===== src/rtl/lamp_sequence_monitor.sv =====
// Receive-side checker for the one-hot traffic-lamp bus. It tracks the lamp phase, checks the
// encoding, the GREEN->YELLOW->RED order and per-colour dwell, counts cycles and raises sticky error flags.
module lamp_sequence_monitor #(
  parameter int MIN_DWELL = 1,
  parameter int MAX_DWELL = 1,
  parameter int DW_W      = 8,
  parameter int CNT_W     = 16
) (
  input  logic             clock,
  input  logic             reset_n,
  input  logic [2:0]       lamp,
  input  logic             clr_err,
  output logic [1:0]       phase,
  output logic             in_sync,
  output logic [CNT_W-1:0] cycle_count,
  output logic             err_pulse,
  output logic [2:0]       err_flags
);

  typedef enum logic [1:0] {
    IDLE   = 2'd0,
    GREEN  = 2'd1,
    YELLOW = 2'd2,
    RED    = 2'd3
  } phase_t;

  localparam logic [DW_W-1:0] DW_SAT = '1;
  localparam logic [DW_W-1:0] DW_ONE = DW_W'(1);
  localparam logic [DW_W-1:0] MIN_D  = DW_W'(MIN_DWELL);
  localparam logic [DW_W-1:0] MAX_D  = DW_W'(MAX_DWELL);

  phase_t           state_q, state_d;
  phase_t           lamp_ph, succ_ph;
  logic [DW_W-1:0]  dwell_q, dwell_d;
  logic [CNT_W-1:0] count_q, count_d;
  logic [2:0]       flags_q, flags_d;
  logic             pulse_q, pulse_d;
  logic [2:0]       errs;

  // Invalid codes (000, multi-hot) decode to IDLE so one compare covers "not a colour".
  always_comb begin
    lamp_ph = IDLE;
    case (lamp)
      3'b010:  lamp_ph = GREEN;
      3'b001:  lamp_ph = YELLOW;
      3'b100:  lamp_ph = RED;
      default: lamp_ph = IDLE;
    endcase
  end

  always_comb begin
    succ_ph = IDLE;
    case (state_q)
      GREEN:   succ_ph = YELLOW;
      YELLOW:  succ_ph = RED;
      RED:     succ_ph = GREEN;
      default: succ_ph = IDLE;
    endcase
  end

  // NOTE: every signal driven here gets a default first, so no path can leave one unassigned and infer a latch.
  always_comb begin
    state_d = state_q;
    dwell_d = dwell_q;
    count_d = count_q;
    errs    = 3'b000;

    if (state_q == IDLE) begin
      if (lamp_ph != IDLE) begin
        state_d = lamp_ph;
        dwell_d = DW_ONE;
      end
    end else if (lamp_ph == IDLE) begin
      errs[0] = 1'b1;
      state_d = IDLE;
      dwell_d = '0;
    end else if (lamp_ph == state_q) begin
      if (dwell_q != DW_SAT) dwell_d = dwell_q + DW_ONE;
      // Fires only on the step from MAX to MAX+1, so a long stay reports once.
      if (dwell_q == MAX_D) errs[2] = 1'b1;
    end else if (lamp_ph == succ_ph) begin
      if (dwell_q < MIN_D) errs[2] = 1'b1;
      if (state_q == RED) count_d = count_q + CNT_W'(1);
      state_d = lamp_ph;
      dwell_d = DW_ONE;
    end else begin
      errs[1] = 1'b1;
      state_d = lamp_ph;
      dwell_d = DW_ONE;
    end

    // A fresh error on the clearing edge survives the clear.
    flags_d = (clr_err ? 3'b000 : flags_q) | errs;
    pulse_d = |errs;
  end

  // NOTE: state registers use non-blocking assignments so all of them update from pre-edge values.
  always_ff @(posedge clock or negedge reset_n) begin
    if (!reset_n) begin
      state_q <= IDLE;
      dwell_q <= '0;
      count_q <= '0;
      flags_q <= 3'b000;
      pulse_q <= 1'b0;
    end else begin
      state_q <= state_d;
      dwell_q <= dwell_d;
      count_q <= count_d;
      flags_q <= flags_d;
      pulse_q <= pulse_d;
    end
  end

  assign phase       = state_q;
  assign in_sync     = (state_q != IDLE);
  assign cycle_count = count_q;
  assign err_pulse   = pulse_q;
  assign err_flags   = flags_q;

endmodule


===== config.mk =====
export PLATFORM = sky130hd
export DESIGN_NAME = lamp_sequence_monitor
export DESIGN_NICKNAME = d
export VERILOG_FILES = /design/src/rtl/lamp_sequence_monitor.sv
export SDC_FILE = /design/constraint.sdc
export NUM_CORES = 1
export LEC_CHECK = 0
export CORE_ASPECT_RATIO = 0.75
export CORE_MARGIN = 2
export CORE_UTILIZATION = 49
export CTS_BUF_LIST = sky130_fd_sc_hd__clkbuf_8
export DETAILED_ROUTE_END_ITERATION = 12
export PLACE_DENSITY = 0.81
export REMOVE_ABC_BUFFERS = 1
export SYNTH_ARGS = -nofsm -noshare
export SYNTH_HDL_FRONTEND = slang
export SYNTH_SLANG_ARGS = --single-unit

===== constraint.sdc =====
create_clock -name clock -period 6.7 [get_ports clock]
set_input_delay 1.005 -clock clock [delete_from_list [all_inputs] [get_ports clock]]
set_output_delay 1.005 -clock clock [all_outputs]
set_load 0.01 [all_outputs]

==> results of run 1 <==
## worst max-delay path, cell delays in order (launching register included)
cell	delay, ns
dfrtp_1	0.58
inv_1	0.15
ha_1	0.34
inv_1	0.25
clkdlybuf4s50_1	0.59
## cells by family (layout without fill, tap and decap cells)
group | Yosys count | in the layout | share of synthesized area, %
xor gates and xnor gates | 21 | 21 | 9.973
muxes | 2 | 2 | 1.153
AOI/OAI and AO/OA | 28 | 28 | 10.92
buffers and inverters | 24 | 50 | 5.699
and+or+nand+nor | 84 | 84 | 26.19
DFF | 30 | 30 | 40.71
adders and majority gates | 8 | 8 | 5.359
## state kept, by name (all words and copies together) (netlist names)
signal and flops:
cycle_count 16, dwell_q 8, err_flags 3, phase 2, err_pulse 1
## path summary, 6_finish.rpt
check                           cells after the start                        start                          end
max in group asynchronous                           2                      reset_n   cycle_count[1]$_DFFE_PN0P_
worst min register to register                      1  cycle_count[15]$_DFFE_PN0P_  cycle_count[15]$_DFFE_PN0P_
worst max register to register                      7         phase[0]$_DFFE_PN0P_   cycle_count[9]$_DFFE_PN0P_
worst max-delay path                                4         phase[0]$_DFFE_PN0P_                      in_sync
worst min-delay path                                1  cycle_count[15]$_DFFE_PN0P_  cycle_count[15]$_DFFE_PN0P_
min in group asynchronous                           2                      reset_n       dwell_q[1]$_DFFE_PN0P_
## metal layers
layer / GRT usage (%) / wire, um / vias to the layer above
li1: - / - / 749
met2: 27.32 / 1595 / 42
met1: 33.67 / 1998 / 727
met3: 5.830 / 187 / 10
met4: 9.184 / 95 / 0
met5: 0 / 0 / -
## final cells by class
class | count | area [sq um]
multi-input cells | 143 | 988.4
fillers | 307 | 1405
inverters | 13 | 48.80
clock buffers | 6 | 82.58
flip-flops and latches | 30 | 750.7
repair buffers | 29 | 287.8
clock inverters | 2 | 8.758
well taps | 52 | 65.06
## metrics by stage
stage	std cells	power [mW]	util (%)	instance area, sq um	hold WS [ns]
6_report	275	0.4613	61.37	2232	0.4808
5_1_grt	275	0.4874	61.37	2232	0.5051
4_1_cts	275	0.4645	61.37	2232	0.4827
3_5_place_dp	267	0.3111	58.86	2141	0.4610
3_3_place_gp	267	0.3098	58.86	2141	0.4707
2_1_floorplan	186	0.2646	-	1788	0.5039
## where the power goes
group / switching, mW / total [mW] / internal (mW)
registers: 0.0153 / 0.208 / 0.193
logic: 0.0546 / 0.101 / 0.0469
clock network: 0.0706 / 0.152 / 0.0812
## cells in the final DEF (no fill, tap or decap), types with 3 or more instances in the layout
cell type        count
a21oi_1              7
and4_1               3
clkbuf_8             6
clkdlybuf4s50_1     28
dfrtp_1             30
ha_1                 7
inv_1               14
nand2_1             12
nand3_1             11
nand4_1              9
nor2_1              16
nor3_1               6
nor4_1               7
o21ai_0              6
xnor2_1             10
xor2_1              11
==> impl_summary.log, run 1 <==
[metrics] final critical path time including I/O delays and setup: 3.200 ns
[metrics] final hold violations: 0
[metrics] clock tree root driver cell: clkbuf_8
[metrics] initial drt markers: 101
[metrics] total detailed-routing wirelength: 3.877 mm
[metrics] Syn Area/Cell: 9.362 sq um
[metrics] vias after detailed routing: 1528
[metrics] synthesized instance count: 197
[metrics] type of the tightest min-delay check: flip-flop to flip-flop
[metrics] synthesized area: 1844 sq um
[metrics] Power per Cell Area: 206.6 nW/um^2
[metrics] Clock Sink Count: 30
[metrics] library cell occupying the most area in the post-synthesis netlist: dfrtp_1
[metrics] synth-to-layout area growth: 21.03%
[metrics] maxcap violations: 0
[metrics] Yosys reg bits: 30
[metrics] final setup violation count: 0
[metrics] largest net degree at the start of global routing: 31
[metrics] largest cells by area after synthesis: dfrtp_1 (41%), xor2_1 (5.2%), ha_1 (4.7%)
[metrics] die span in x: 74.84 um
[metrics] number of top-level design ports: 29
[metrics] library cell with the highest instance count after synthesis: dfrtp_1
[metrics] maximum level of the CTS H-tree: 2
[metrics] antenna viol nets, final: 0
[metrics] Core ar.: 3637 sq um
[metrics] post-synthesis sequential area ratio: 40.71%
[metrics] final routed wire length divided by cell count: 14.10 um
[metrics] number of hold buffers added after CTS: 0
[metrics] count of different cell masters after synthesis: 47
[metrics] CTS clk-pin slew, worst paths: 0.06 ns
[metrics] yosys synthesis warning count: 0
[metrics] Setup Crit Path Kind: flip-flop to primary output
[metrics] Post-Route Skew: 0.001117 ns
[metrics] worst reg2reg setup slack: 4.14 ns
[metrics] CTS tree: yes
[metrics] Die Y-Extent: 57.13 um
[metrics] global-route congestion overflow total: 0
[metrics] pre-CTS setup slack: 3.383 ns
[metrics] effective utilization at floorplan: 50.71%
[metrics] ANT cells: 0
[metrics] critical path startpoint category: flip-flop
[metrics] first drt pass iteration count: 4
[metrics] worst endpoint required time: 5.69 ns
[metrics] initial antenna violation count: 0
[metrics] most common flop cell mapped by yosys: dfrtp_1
[metrics] slew at the pin closest to its max-slew limit: 0.5694 ns
[metrics] Placer Congestion: 0.8153
[metrics] total half-perimeter wirelength after legalization and detailed placement: 2.656 mm
[metrics] via count of the first global-routing pass: 1428
[metrics] Leakage Power: 0.9483 nW
[metrics] accumulated negative setup slack: 0 ns
[metrics] total CTS buffers: 5
[metrics] crit-path max FO: 13
[metrics] crit path setup slack, layout: 3.500 ns
[metrics] layout cell share with drive strength beyond 1: 6.726%
[metrics] PostCTS Resize Cnt: 0
[metrics] via density per instance: 5.556
[metrics] Clock Path Buffers: 2
[metrics] upper clock frequency limit: 0.3125 GHz
[metrics] Worst Setup End Kind: primary output
[metrics] DRC violations left: 0
[metrics] run status: finished, final reports clean
[metrics] Tot GR Track Use: 21.49%
[metrics] setup bufs post-CTS: 0
[metrics] IO Port Bufs: 28
[metrics] clock latency reported for the late side of the worst-skew pair: 0.29 ns
[metrics] setup repair after global routing missed its margin: no
[metrics] Total Nets Final: 235
[metrics] worst voltage drop across the vdd grid: 0.1476 mV
[metrics] Max-Slew Margin vs Limit: 61.92%
[metrics] WP data arrival: 2.20 ns
[metrics] area fraction of the dominant cell type after synthesis: 40.71%
[metrics] Site Rows: 19
[metrics] floorplan die area: 4276 sq um
[metrics] global-route wire length before repair: 6.920 mm
[metrics] top cell types by occurrence after synthesis: dfrtp_1 (30), nor2_1 (16), inv_1 (13), nand2_1 (12)
[metrics] final worst-path cycle share: 47.76%
[metrics] share of flip-flops with an asynchronous set or reset: 100.0%
[metrics] final max-slew violation count: 0
[metrics] EDFF count, synth: 0
Note: power is estimated with default switching activity, not from simulation.
==> run 2: changes to the inputs <==
==> constraint.sdc (replaced) <==
create_clock -name clock -period 3.22 [get_ports clock]
set_input_delay 0.483 -clock clock [delete_from_list [all_inputs] [get_ports clock]]
set_output_delay 0.483 -clock clock [all_outputs]
set_load 0.01 [all_outputs]
==> run 2 against run 1 <==
  * Global-route usage rose by 0.27 points
  * Non-clock buffer count did not move
  * Cell area rose by 0.17%
  * Combinational power rose by 110%
  * Largest power group unchanged
  * Highest routed layer unchanged
==> impl_summary.log, run 2 (same netlist as run 1, synthesis figures left out) <==
[metrics] initial drt markers: 149
[metrics] area of the multi-input gates: 988.4 sq um
[metrics] worst-path cell chain: inv_1, ha_1, inv_1, clkdlybuf4s50_1
[metrics] upper clock frequency limit: 0.3698 GHz
[metrics] floorplan die area: 4276 sq um
[metrics] total CTS buffers: 5
[metrics] total half-perimeter wirelength after legalization and detailed placement: 2.821 mm
[metrics] Tot GR Track Use: 21.76%
[metrics] worst-case reg-to-reg path depth: 7
[metrics] initial antenna violation count: 0
[metrics] antenna viol nets, final: 0
[metrics] layout cell share with drive strength beyond 1: 7.175%
[metrics] final routed wire length divided by cell count: 14.59 um
[metrics] depth of the worst hold-timing path: 1
[metrics] largest net degree at the start of global routing: 31
[metrics] first drt pass iteration count: 4
[metrics] type of the tightest min-delay check: flip-flop to flip-flop
[metrics] most frequent cell on the critical path: inv_1
[metrics] final worst-path cycle share: 83.99%
[metrics] die span in x: 74.84 um
[metrics] Post-Route Skew: 0.009620 ns
[metrics] number of top-level design ports: 29
[metrics] accumulated negative setup slack: 0 ns
[metrics] Cell Area, Placed: 2141 sq um
[metrics] maximum level of the CTS H-tree: 2
[metrics] Total Nets Final: 235
[metrics] max FFs per register: 16
[metrics] effective utilization at floorplan: 50.71%
[metrics] number of inserted filler cells in the final layout: 314
[metrics] timing startpoint of the critical path: phase[0]$_DFFE_PN0P_
[metrics] crit path setup slack, layout: 0.5155 ns
[metrics] run status: finished, final reports clean
[metrics] worst voltage drop across the vdd grid: 0.2420 mV
[metrics] critical path startpoint category: flip-flop
[metrics] sum of buffers and inverters on the critical path: 3
[metrics] WP data arrival: 2.22 ns
[metrics] total power consumption of the routed design: 963.2 uW
[metrics] setup repair after global routing missed its margin: no
[metrics] Clock Sink Count: 30
[metrics] IO Port Bufs: 28
[metrics] PostCTS Resize Cnt: 0
[metrics] via density per instance: 5.545
[metrics] total detailed-routing wirelength: 4.012 mm
[metrics] gate family responsible for the most delay along the worst path: buffers and inverters
[metrics] CTS tree: yes
[metrics] synth-to-layout area growth: 21.23%
[metrics] filler-free cell count of the finished design: 275
[metrics] Worst Setup End Kind: primary output
[metrics] fin util: 61.47%
[metrics] commonest cells after routing, fill and taps aside: dfrtp_1 (30), clkdlybuf4s50_1 (28), nor2_1 (16), inv_1 (13), nand2_1 (12)
[metrics] final critical path time including I/O delays and setup: 2.704 ns
[metrics] final setup violation count: 0
[metrics] Leakage Power: 0.9432 nW
[metrics] crit-path max FO: 13
[metrics] worst hold margin: 0.4818 ns
[metrics] clock latency reported for the late side of the worst-skew pair: 0.29 ns
[metrics] Max-Slew Margin vs Limit: 59.58%
[metrics] maxcap violations: 0
[metrics] DRC violations left: 0
[metrics] slowest stage cell on the critical path: dfrtp_1
[metrics] Power per Cell Area: 430.8 nW/um^2
[metrics] hold_sp: cycle_count[15]$_DFFE_PN0P_
[metrics] final max-slew violation count: 0
[metrics] slowest stage delay, CP: 0.60 ns
[metrics] Crit Reg-Reg Startpoint: phase[0]$_DFFE_PN0P_
[metrics] Setup Crit Path Kind: flip-flop to primary output
[metrics] total placed cells including tap cells: 267
[metrics] most common library cell in the layout ignoring fill and taps: dfrtp_1
[metrics] via count of the first global-routing pass: 1469
[metrics] CTS clk-pin slew, worst paths: 0.07 ns
[metrics] Die Y-Extent: 57.13 um
[metrics] setup bufs post-CTS: 0
[metrics] global-route wire length before repair: 6.955 mm
[metrics] final hold violations: 0
[metrics] number of hold buffers added after CTS: 0
[metrics] summed area of non-filler cells in the final layout: 2236 sq um
[metrics] Site Rows: 19
[metrics] Clock Path Buffers: 2
[metrics] slew at the pin closest to its max-slew limit: 0.6043 ns
[metrics] pre-CTS setup slack: 0.4107 ns
[metrics] clock tree root driver cell: clkbuf_8
[metrics] vias after detailed routing: 1525
[metrics] worst reg2reg setup slack: 0.63 ns
[metrics] ANT cells: 0
[metrics] terminus of the critical flop-to-flop path: cycle_count[7]$_DFFE_PN0P_
[metrics] Placer Congestion: 0.8159
[metrics] global-route congestion overflow total: 0
[metrics] Hold Crit Endpoint: cycle_count[15]$_DFFE_PN0P_
[metrics] Core ar.: 3637 sq um
[metrics] worst endpoint required time: 2.74 ns
[metrics] footprint of the flip-flops and latches: 750.7 sq um
run 2: routing by layer:
metal	track usage [%]	wire [um]
met1	32.28	1990
met5	0	0
met3	7.420	183
met4	8.418	72
met2	29.07	1765
run 2: area by class of cell:
cell class / instances / area share, %
Clock buffer: 6 / 3.693
Clock inverter: 2 / 0.5596
Inverter: 13 / 2.182
Multi-Input combinational cell: 143 / 44.21
Sequential cell: 30 / 33.58
Tap cell: 52 / 2.910
Timing Repair Buffer: 29 / 12.87
run 2: worst max path at each step:
stage	end	slack, ns	cells past startpoint
2_1_floorplan	cycle_count[13]$_DFFE_PN0P_	0.93	7
3_3_place_gp	dwell_q[1]$_DFFE_PN0P_	0.50	6
3_5_place_dp	dwell_q[1]$_DFFE_PN0P_	0.41	6
4_1_cts	in_sync	0.50	4
5_1_grt	in_sync	0.38	4
6_report	in_sync	0.52	4
run 2: power breakdown:
group | total, mW | switching (mW) | internal, mW
Combinational | 0.212 | 0.115 | 0.0974
Clock | 0.317 | 0.145 | 0.171
Sequential | 0.435 | 0.0336 | 0.401
